--- src/rtl/sym_fir_pkg.sv ---
// Shared types, default widths and width helpers for the symmetric FIR core.
package sym_fir_pkg;

    typedef enum logic [1:0] {
        StIdle,
        StMac,
        StOut
    } fir_state_e;

    // Index width for a counter over n entries; never narrower than one bit.
    function automatic int unsigned idx_width(input int unsigned n);
        return (n > 1) ? $clog2(n) : 1;
    endfunction

    // The pre-adder sum of two DATA_W samples needs one extra bit.
    function automatic int unsigned pre_width(input int unsigned data_w);
        return data_w + 1;
    endfunction

    localparam int unsigned DEF_DATA_W    = 16;
    localparam int unsigned DEF_COEF_W    = 16;
    localparam int unsigned DEF_N_TAPS    = 16;
    localparam int unsigned DEF_HALF_TAPS = DEF_N_TAPS / 2;
    localparam int unsigned DEF_IDX_W     = idx_width(DEF_HALF_TAPS);
    localparam int unsigned DEF_PRE_W     = pre_width(DEF_DATA_W);
    localparam int unsigned DEF_ACC_W     = DEF_DATA_W + DEF_COEF_W + $clog2(DEF_N_TAPS);

endpackage

--- src/rtl/sym_fir_preadd_mult.sv ---
// Combinational pre-add and multiply: (a + b) * c, sign-extended to ACC_W.
module sym_fir_preadd_mult
    import sym_fir_pkg::*;
#(
    parameter int unsigned DATA_W = DEF_DATA_W,
    parameter int unsigned COEF_W = DEF_COEF_W,
    parameter int unsigned ACC_W  = DEF_ACC_W
) (
    input  logic signed [DATA_W-1:0] a,
    input  logic signed [DATA_W-1:0] b,
    input  logic signed [COEF_W-1:0] c,
    output logic signed [ACC_W-1:0]  p
);

    localparam int unsigned PRE_W  = pre_width(DATA_W);
    localparam int unsigned PROD_W = PRE_W + COEF_W;

    logic signed [PRE_W-1:0]  pre;
    logic signed [PROD_W-1:0] prod;

    // Widen before adding/multiplying so neither step can overflow.
    always_comb begin
        pre  = PRE_W'(a) + PRE_W'(b);
        prod = PROD_W'(pre) * PROD_W'(c);
        p    = ACC_W'(prod);
    end

endmodule

--- src/rtl/sym_fir_core.sv ---
// Time-multiplexed symmetric FIR: one pre-adder/multiplier, N_TAPS/2 MAC cycles per sample.
module sym_fir_core
    import sym_fir_pkg::*;
#(
    parameter int unsigned DATA_W = DEF_DATA_W,
    parameter int unsigned COEF_W = DEF_COEF_W,
    parameter int unsigned N_TAPS = DEF_N_TAPS,
    parameter int unsigned ACC_W  = DATA_W + COEF_W + $clog2(N_TAPS)
) (
    input  logic                           clk,
    input  logic                           rst,
    input  logic                           in_valid,
    output logic                           in_ready,
    input  logic signed [DATA_W-1:0]       in_data,
    input  logic [(N_TAPS/2)*COEF_W-1:0]   coef,
    output logic                           out_valid,
    input  logic                           out_ready,
    output logic signed [ACC_W-1:0]        out_data
);

    localparam int unsigned HALF_TAPS = N_TAPS / 2;
    localparam int unsigned IDX_W     = idx_width(HALF_TAPS);
    localparam int unsigned LINE_W    = idx_width(N_TAPS);

    fir_state_e state_q, state_d;

    logic signed [DATA_W-1:0]        line_q [N_TAPS];
    logic [HALF_TAPS*COEF_W-1:0]     coef_q;
    logic signed [COEF_W-1:0]        c_arr  [HALF_TAPS];
    logic signed [ACC_W-1:0]         acc_q;
    logic signed [ACC_W-1:0]         out_q;
    logic signed [ACC_W-1:0]         prod;
    logic [IDX_W-1:0]                idx_q;
    logic [LINE_W-1:0]               mir_idx;
    logic                            accept;
    logic                            last;

    for (genvar k = 0; k < HALF_TAPS; k++) begin : g_coef
        assign c_arr[k] = coef_q[k*COEF_W +: COEF_W];
    end

    // Handshake qualifiers and the mirrored tap paired with idx.
    always_comb begin
        in_ready  = rst && (state_q == StIdle);
        out_valid = (state_q == StOut);
        out_data  = out_q;
        accept    = in_valid && in_ready;
        last      = (idx_q == IDX_W'(HALF_TAPS - 1));
        mir_idx   = LINE_W'(N_TAPS - 1) - LINE_W'(idx_q);
    end

    sym_fir_preadd_mult #(
        .DATA_W (DATA_W),
        .COEF_W (COEF_W),
        .ACC_W  (ACC_W)
    ) u_preadd_mult (
        .a (line_q[idx_q]),
        .b (line_q[mir_idx]),
        .c (c_arr[idx_q]),
        .p (prod)
    );

    // Next-state logic.
    always_comb begin
        state_d = state_q;
        unique case (state_q)
            StIdle:  if (accept) state_d = StMac;
            StMac:   if (last) state_d = StOut;
            StOut:   if (out_ready) state_d = StIdle;
            default: state_d = StIdle;
        endcase
    end

    // State register.
    always_ff @(posedge clk or negedge rst) begin
        if (!rst) begin
            state_q <= StIdle;
        end else begin
            state_q <= state_d;
        end
    end

    // Delay line, coefficient snapshot, accumulator and result register.
    always_ff @(posedge clk or negedge rst) begin
        if (!rst) begin
            for (int k = 0; k < N_TAPS; k++) begin
                line_q[k] <= '0;
            end
            coef_q <= '0;
            acc_q  <= '0;
            out_q  <= '0;
            idx_q  <= '0;
        end else begin
            unique case (state_q)
                StIdle: begin
                    if (accept) begin
                        line_q[0] <= in_data;
                        for (int k = 1; k < N_TAPS; k++) begin
                            line_q[k] <= line_q[k-1];
                        end
                        coef_q <= coef;
                        acc_q  <= '0;
                        idx_q  <= '0;
                    end
                end
                StMac: begin
                    acc_q <= acc_q + prod;
                    // Hold idx at the final tap rather than wrapping.
                    if (last) begin
                        out_q <= acc_q + prod;
                    end else begin
                        idx_q <= idx_q + 1'b1;
                    end
                end
                default: ;
            endcase
        end
    end

endmodule

--- config.mk ---
export PLATFORM = sky130hd
export DESIGN_NAME = sym_fir_core
export DESIGN_NICKNAME = d
export VERILOG_FILES = /design/src/rtl/sym_fir_pkg.sv /design/src/rtl/sym_fir_preadd_mult.sv /design/src/rtl/sym_fir_core.sv
export SDC_FILE = /design/constraint.sdc
export NUM_CORES = 2
export LEC_CHECK = 0
export ABC_AREA = 1
export BUFFER_PORTS_ARGS = -buffer_cell sky130_fd_sc_hd__buf_2
export CAP_MARGIN = 5
export CORE_AREA = 5 5 342 344
export CTS_BUF_LIST = sky130_fd_sc_hd__clkbuf_2 sky130_fd_sc_hd__clkbuf_4 sky130_fd_sc_hd__clkbuf_8
export DETAILED_ROUTE_END_ITERATION = 16
export DIE_AREA = 0 0 347 349
export GPL_TIMING_DRIVEN = 0
export PLACE_DENSITY = 0.53
export SYNTH_ARGS = -nofsm -noshare
export SYNTH_HDL_FRONTEND = slang
export SYNTH_SLANG_ARGS = --single-unit
--- constraint.sdc ---
create_clock -name clk -period 8.6 [get_ports clk]
set_clock_uncertainty 0.15 [all_clocks]
set_input_delay 0.86 -clock clk [delete_from_list [all_inputs] [get_ports clk]]
set_output_delay 0.86 -clock clk [all_outputs]
set_load 0.01 [all_outputs]
* Yosys cells after proc, flatten, opt, wreduce, memory -nomap -nowiden
Index checks and enable logic that the tools add are counted.
Word-level totals: register bits after elaboration 461, input bits 148, output and inout bits 38, logic and storage cells 65
Operators by class: $add $sub $neg 4, multipliers 1, $lt $le $gt $ge 3, eq/ne operators 7, muxes and demuxes 18, bitwise logic cells 2, reductions and logical operators 9
Operators with widths (number):
- 16-bit binary-select mux with 4-bit select | 2
- 16-bit 2-to-1 mux | 6
- 36-bit case mux with 2 select lines | 1
- 16-bit binary-select mux with 3-bit select | 1
- 36-bit by 33-bit adder with 36-bit output | 1
- 36-bit 2-to-1 mux | 1
- 17-bit by 16-bit multiplier with 33-bit output | 1
- 16-bit by 16-bit adder with 17-bit output | 1
- 2-bit 2-to-1 mux | 3
- 3-bit 2-to-1 mux | 2
- 2-bit != test, second input constant | 3
- 2-bit case mux with 3 select lines | 1
- 3-bit case mux with 2 select lines | 1
- 2-bit AND reduction | 3
- 3-bit AND reduction | 2
- 4-bit by 5-bit greater-or-equal comparator with 1-bit output, second input constant | 1
- 5-bit greater-or-equal comparator, second input constant | 1
- 4-bit inverter with 5-bit output | 1
- 4-bit greater-or-equal comparator, second input constant | 1
- 3-bit inverter with 4-bit output | 1
- 4-bit by 3-bit subtractor with 4-bit output, first input constant | 1
- 3-bit by 1-bit adder with 3-bit output, second input constant | 1
- 3-bit == test, second input constant | 1
- 2-bit by 1-bit == test with 1-bit output, second input constant | 1
- other kinds (5) | 6

* Logic depth before layout (Yosys ltp)
depth in word-level cells 9, gate-level depth with buffers 51, gate-level depth less buffers 46

* Modules after synthesis
From an unflattened synthesis, not the netlist that was laid out.
Second synthesis, totals: cell total of the unflattened synthesis 4557, area total of the unflattened synthesis 35098.7 um2
By module, submodules not included:
- sym_fir_core | times used 1, cells an instance 2947, area each 23053.4 um2, seq. area each 11536.1 um2
- sym_fir_preadd_mult | times used 1, cells an instance 1610, area each 12045.3 um2, seq. area each 0.0 um2

* Worst setup path after synthesis
OpenSTA, ideal clock, no wires.
path type flip-flop to flip-flop, from register idx_q[0], to register acc_q[27], setup time 0.118 ns, arrival time 7.666 ns, required time 8.332 ns, setup slack 0.666 ns, cell stages (with the launch flop) 46, path buffers 5, clock period less this slack 7.934 ns, cells stage by stage dfrtp_1 buf_4 buf_4 buf_2 buf_2 a21oi_1 o21ai_0 nand2_1 nor2_1 a31oi_1 ha_1 inv_1 fa_1 inv_1 nand3_1 nand2_1 nand2_1 nand2_2 [10 not listed] ha_1 a21o_1 fa_1 fa_1 inv_1 fa_1 inv_1 ha_1 nand2_1 nor2_1 inv_1 nor2_1 inv_1 or2_2 nand3_1 nand2_1 nand3_1 nand2_1
Between the ends: word-level cells in the longest chain between the ends 9, elaborated cells between the ends (all ways) 16, classes of those cells add/sub: 3; mul: 1; mux: 10; bitwise: 2
RTL lines:
- from (decl) | RTL line sym_fir_core.sv:33 | logic [IDX_W-1:0] idx_q;
- from (signal assigned) | RTL line sym_fir_core.sv:112 | idx_q <= idx_q + 1'b1;
- 4-bit by 3-bit subtractor with 4-bit output | RTL line sym_fir_core.sv:49 | mir_idx = LINE_W'(N_TAPS - 1) - LINE_W'(idx_q);
- 4-bit inverter with 5-bit output (implied by the code) | RTL line sym_fir_core.sv:58 | .b (line_q[mir_idx]),
- 16-bit binary-select mux with 4-bit select | RTL line sym_fir_core.sv:58
- 16-bit 2-to-1 mux (implied by the code) (2 in series) | RTL line sym_fir_core.sv:58
- 16-bit by 16-bit adder with 17-bit output | RTL line sym_fir_preadd_mult.sv:23 | pre = PRE_W'(a) + PRE_W'(b);
- 17-bit by 16-bit multiplier with 33-bit output * | RTL line sym_fir_preadd_mult.sv:24 | prod = PROD_W'(pre) * PROD_W'(c);
- 36-bit by 33-bit adder with 36-bit output * | RTL line sym_fir_core.sv:107 | acc_q <= acc_q + prod;
- 36-bit case mux with 2 select lines * | RTL line sym_fir_core.sv:94 | unique case (state_q)
- to (signal assigned) | RTL line sym_fir_core.sv:107
- to (decl) | RTL line sym_fir_core.sv:30 | logic signed [ACC_W-1:0] acc_q;
Every way passes the cells marked *; elsewhere a longest branch is shown, timed or not. The select of a mux whose other input is x is not followed. A chain may end at the register's enable or synchronous reset.

* Final worst setup path
from register idx_q[2], to register acc_q[24]
The elaborated chain is that of the path after synthesis.

==> summary.md <==
| Metric | Value |
|---|---|
| R2R depth | `39` |
| CTS buffer count | `just over 80` |
| CP Capture Type | `flop` |
| CTS tree | `built` |
| Final GP Congestion | `0.883` |
| Sink count of the clock tree | `461` |
| Post-detail-place hpwl | `about 90000 um` |
| Worst slew pin tran | `1050 ps` |
| Max Cap Violations | `0` |
| Clock period minus worst slack | `around 8400 ps` |
| Hold Crit Class | `input pin to flop` |
| Most common cell after layout, fill and taps aside | `inv_1` |
| CP top delay family | `adder cells` |
| Crit-path slowest cell | `fa_1` |
| Die Height | `349 um` |
| Hold wc startpoint | `out_ready` |
| GRT Total Usage | `0.184` |
| Via count | `around 28000` |
| Register area | `11500 sq um` |
| Max clock buf depth | `3` |
| Setup crit start kind | `flop` |
| Core area | `~110000 sq um` |
| Final ANT Viol Nets | `0` |
| Drt wl/cell | `19.3 um` |
| Nets | `~4800` |
| Clock-pin slew on the worst setup and hold paths | `around 60 ps` |
| Setup violations, final | `0` |
| Remaining DRCs | `0` |
| I/O Pins | `186` |
| RSZ-0062 raised after global routing | `true` |
| Clock latency at the later pin of the worst-skew pair | `720 ps` |
| Final hold vios | `0` |
| Hold path cells | `2` |
| Slew Viols, Final | `0` |
| Sequential fraction of the synthesis area | `0.342` |
| Number of port buffers | `185` |
| Die area | `121000 sq um` |
| Reg-to-reg slack, setup | `between 150 and 200 ps` |
| CP arrival | `8830 ps` |
| DRT Wirelength | `around 110000 um` |
| Cell Rows | `between 100 and 150` |
| R2r endpoint | `acc_q[24]` |
| Origin of the critical flop-to-flop path | `idx_q[2]` |
| Die Width | `347 um` |
| Fin util | `0.356` |
| CP startpoint | `idx_q[2]` |
| Fin crit share | `0.979` |
| Synth area leader | `dfrtp_1` |
| Max_slew headroom | `0.301` |
| CTS root buffer | `clkbuf_8` |
| Global-route wire length before repair | `173000 um` |
| Initial core utilization | `0.297` |
| Crit path buf inv count | `12` |
| Ys Warns | `0` |
| DR iter-0 viols | `~2200` |
| FILL cells | `11858` |
| Highest cell delay on the worst timing path | `570 ps` |
| Mean Syn Cell Area | `8.64 sq um` |
| Critical path required time | `9010 ps` |
| Global route total overflow | `0` |
| Worst-path maximum fanout | `10` |
| Top cell by count, worst path | `fa_1` |
| Syn-to-layout area delta | `19.8%` |
| Worst hold path endpoint | `state_q[1]` |
| Stages on the worst setup path | `39` |
| Synthesized cell area | `~34000 sq um` |
| Commonest non-fill, non-tap cells in the layout | `inv_1 (723), nand2_1 (706), dfrtp_1 (461), o21ai_0 (329), fa_1 (308)` |
| Length of the first detailed-routing pass in iterations | `6` |
| Share of cells above drive strength 1 | `0.210` |
| Top post-synthesis cells by area | `dfrtp_1 (34%), fa_1 (19%), nand2_1 (8.2%)` |
| Largest net degree at the start of global routing | `97` |
| Critical path type | `flop to flop` |
| Vias in the first global route | `28468` |
| Synth unique cells | `53` |
| #FFs+latches synth | `461` |
| Top cell type's share of synthesized area | `0.342` |
| F_max | `between 0.1 and 0.15 GHz` |
| Outcome | `finished clean` |
| DR vias/cell | `4.80` |
| Max H-tree Level | `3` |
| Syn_nets | `~4500` |
| Initial antenna violation count | `15` |
| Post-Syn Instances | `3904` |
| Footprint of the multi-input gates | `19900 sq um` |
-- sequential cells by signal, summed over array words and instances, names as in the netlist --
name / count
acc_q: 36
coef_q: 128
idx_q: 3
line_q: 256
out_data: 36
state_q: 2
-- synthesized netlist by cell type, drive strengths merged --
cell type and instances:
or2 10, clkinv 4, xor2 9, o21bai 4
nand3 96, nand2 755, inv 747, a32o 28
clkbuf 84, o31ai 1, a221oi 24, nor2 301
o31a 1, nor3b 1, a21oi 245, a31oi 36
nand3b 5, o211ai 1, buf 92, a22o 1
and3 1, ha 128, nor3 6, mux2 134
fa 322, a21o 7, nand4 9, o221ai 4
dfrtp 461, o21ai 370, o21a 1, xnor2 15
a21boi 1
-- kinds of logic (layout without fill, tap and decap cells) --
group,count (synthesis),in the layout,synth area share
buffers and inverters,927,1297,0.108
flip-flops,461,461,0.342
adder cells (fa/ha/maj),450,450,0.238
multiplexers,134,134,0.0447
XOR/XNOR,24,24,0.00701
other,0,14,0
AND/OR/NAND/NOR,1184,1184,0.141
AO/OA/AOI/OAI,724,724,0.119
-- area by class of cell --
cell class	count	share of cell area
Buffer	171	0.0265
Multi-Input combinational cell	2516	0.491
Antenna cell	14	0.000867
Clock buffer	126	0.0383
Timing Repair Buffer	235	0.0361
Tap cell	1512	0.0468
Clock inverter	14	0.00381
Sequential cell	461	0.285
Inverter	751	0.0707
-- per-layer routing --
layer	wire length [um]	global-route usage
met5	42	0
met4	2720	0.0431
met3	8600	0.0353
met2	51500	0.299
met1	49300	0.255
-- per-stage QoR --
step	instance area, sq um	setup TNS, ps	hold WS [ps]	setup slack (ps)	instances
final	40400	0	207	179	5800
after global routing	40400	-498	182	-59.2	5788
after CTS	39400	0	152	5.77	5765
after detailed placement	36700	-55610	310	-1410	5606
after global placement	36600	-3190080	313	-3990	5601
after floorplan	33700	0	298	666	3904
-- what timing repair did --
action,in CTS,in global routing
setup endpoints to repair,56,48
hold endpoints to repair,60,0
hold buffers,1,0
gates cloned,0,1
setup buffers,23,20
gates resized for setup,213,215
pin swaps,25,88
-- worst max path at each step --
stage                        end  slack, ps
floorplan              acc_q[27]        670
global placement      line_q[52]      -3990
detailed placement     acc_q[23]      -1410
CTS                 out_data[35]          6
global route        out_data[31]        -60
finish                 acc_q[24]        180
Power is not shown: default switching activity piles up to over one toggle a cycle in this logic, so the estimate is an artifact.
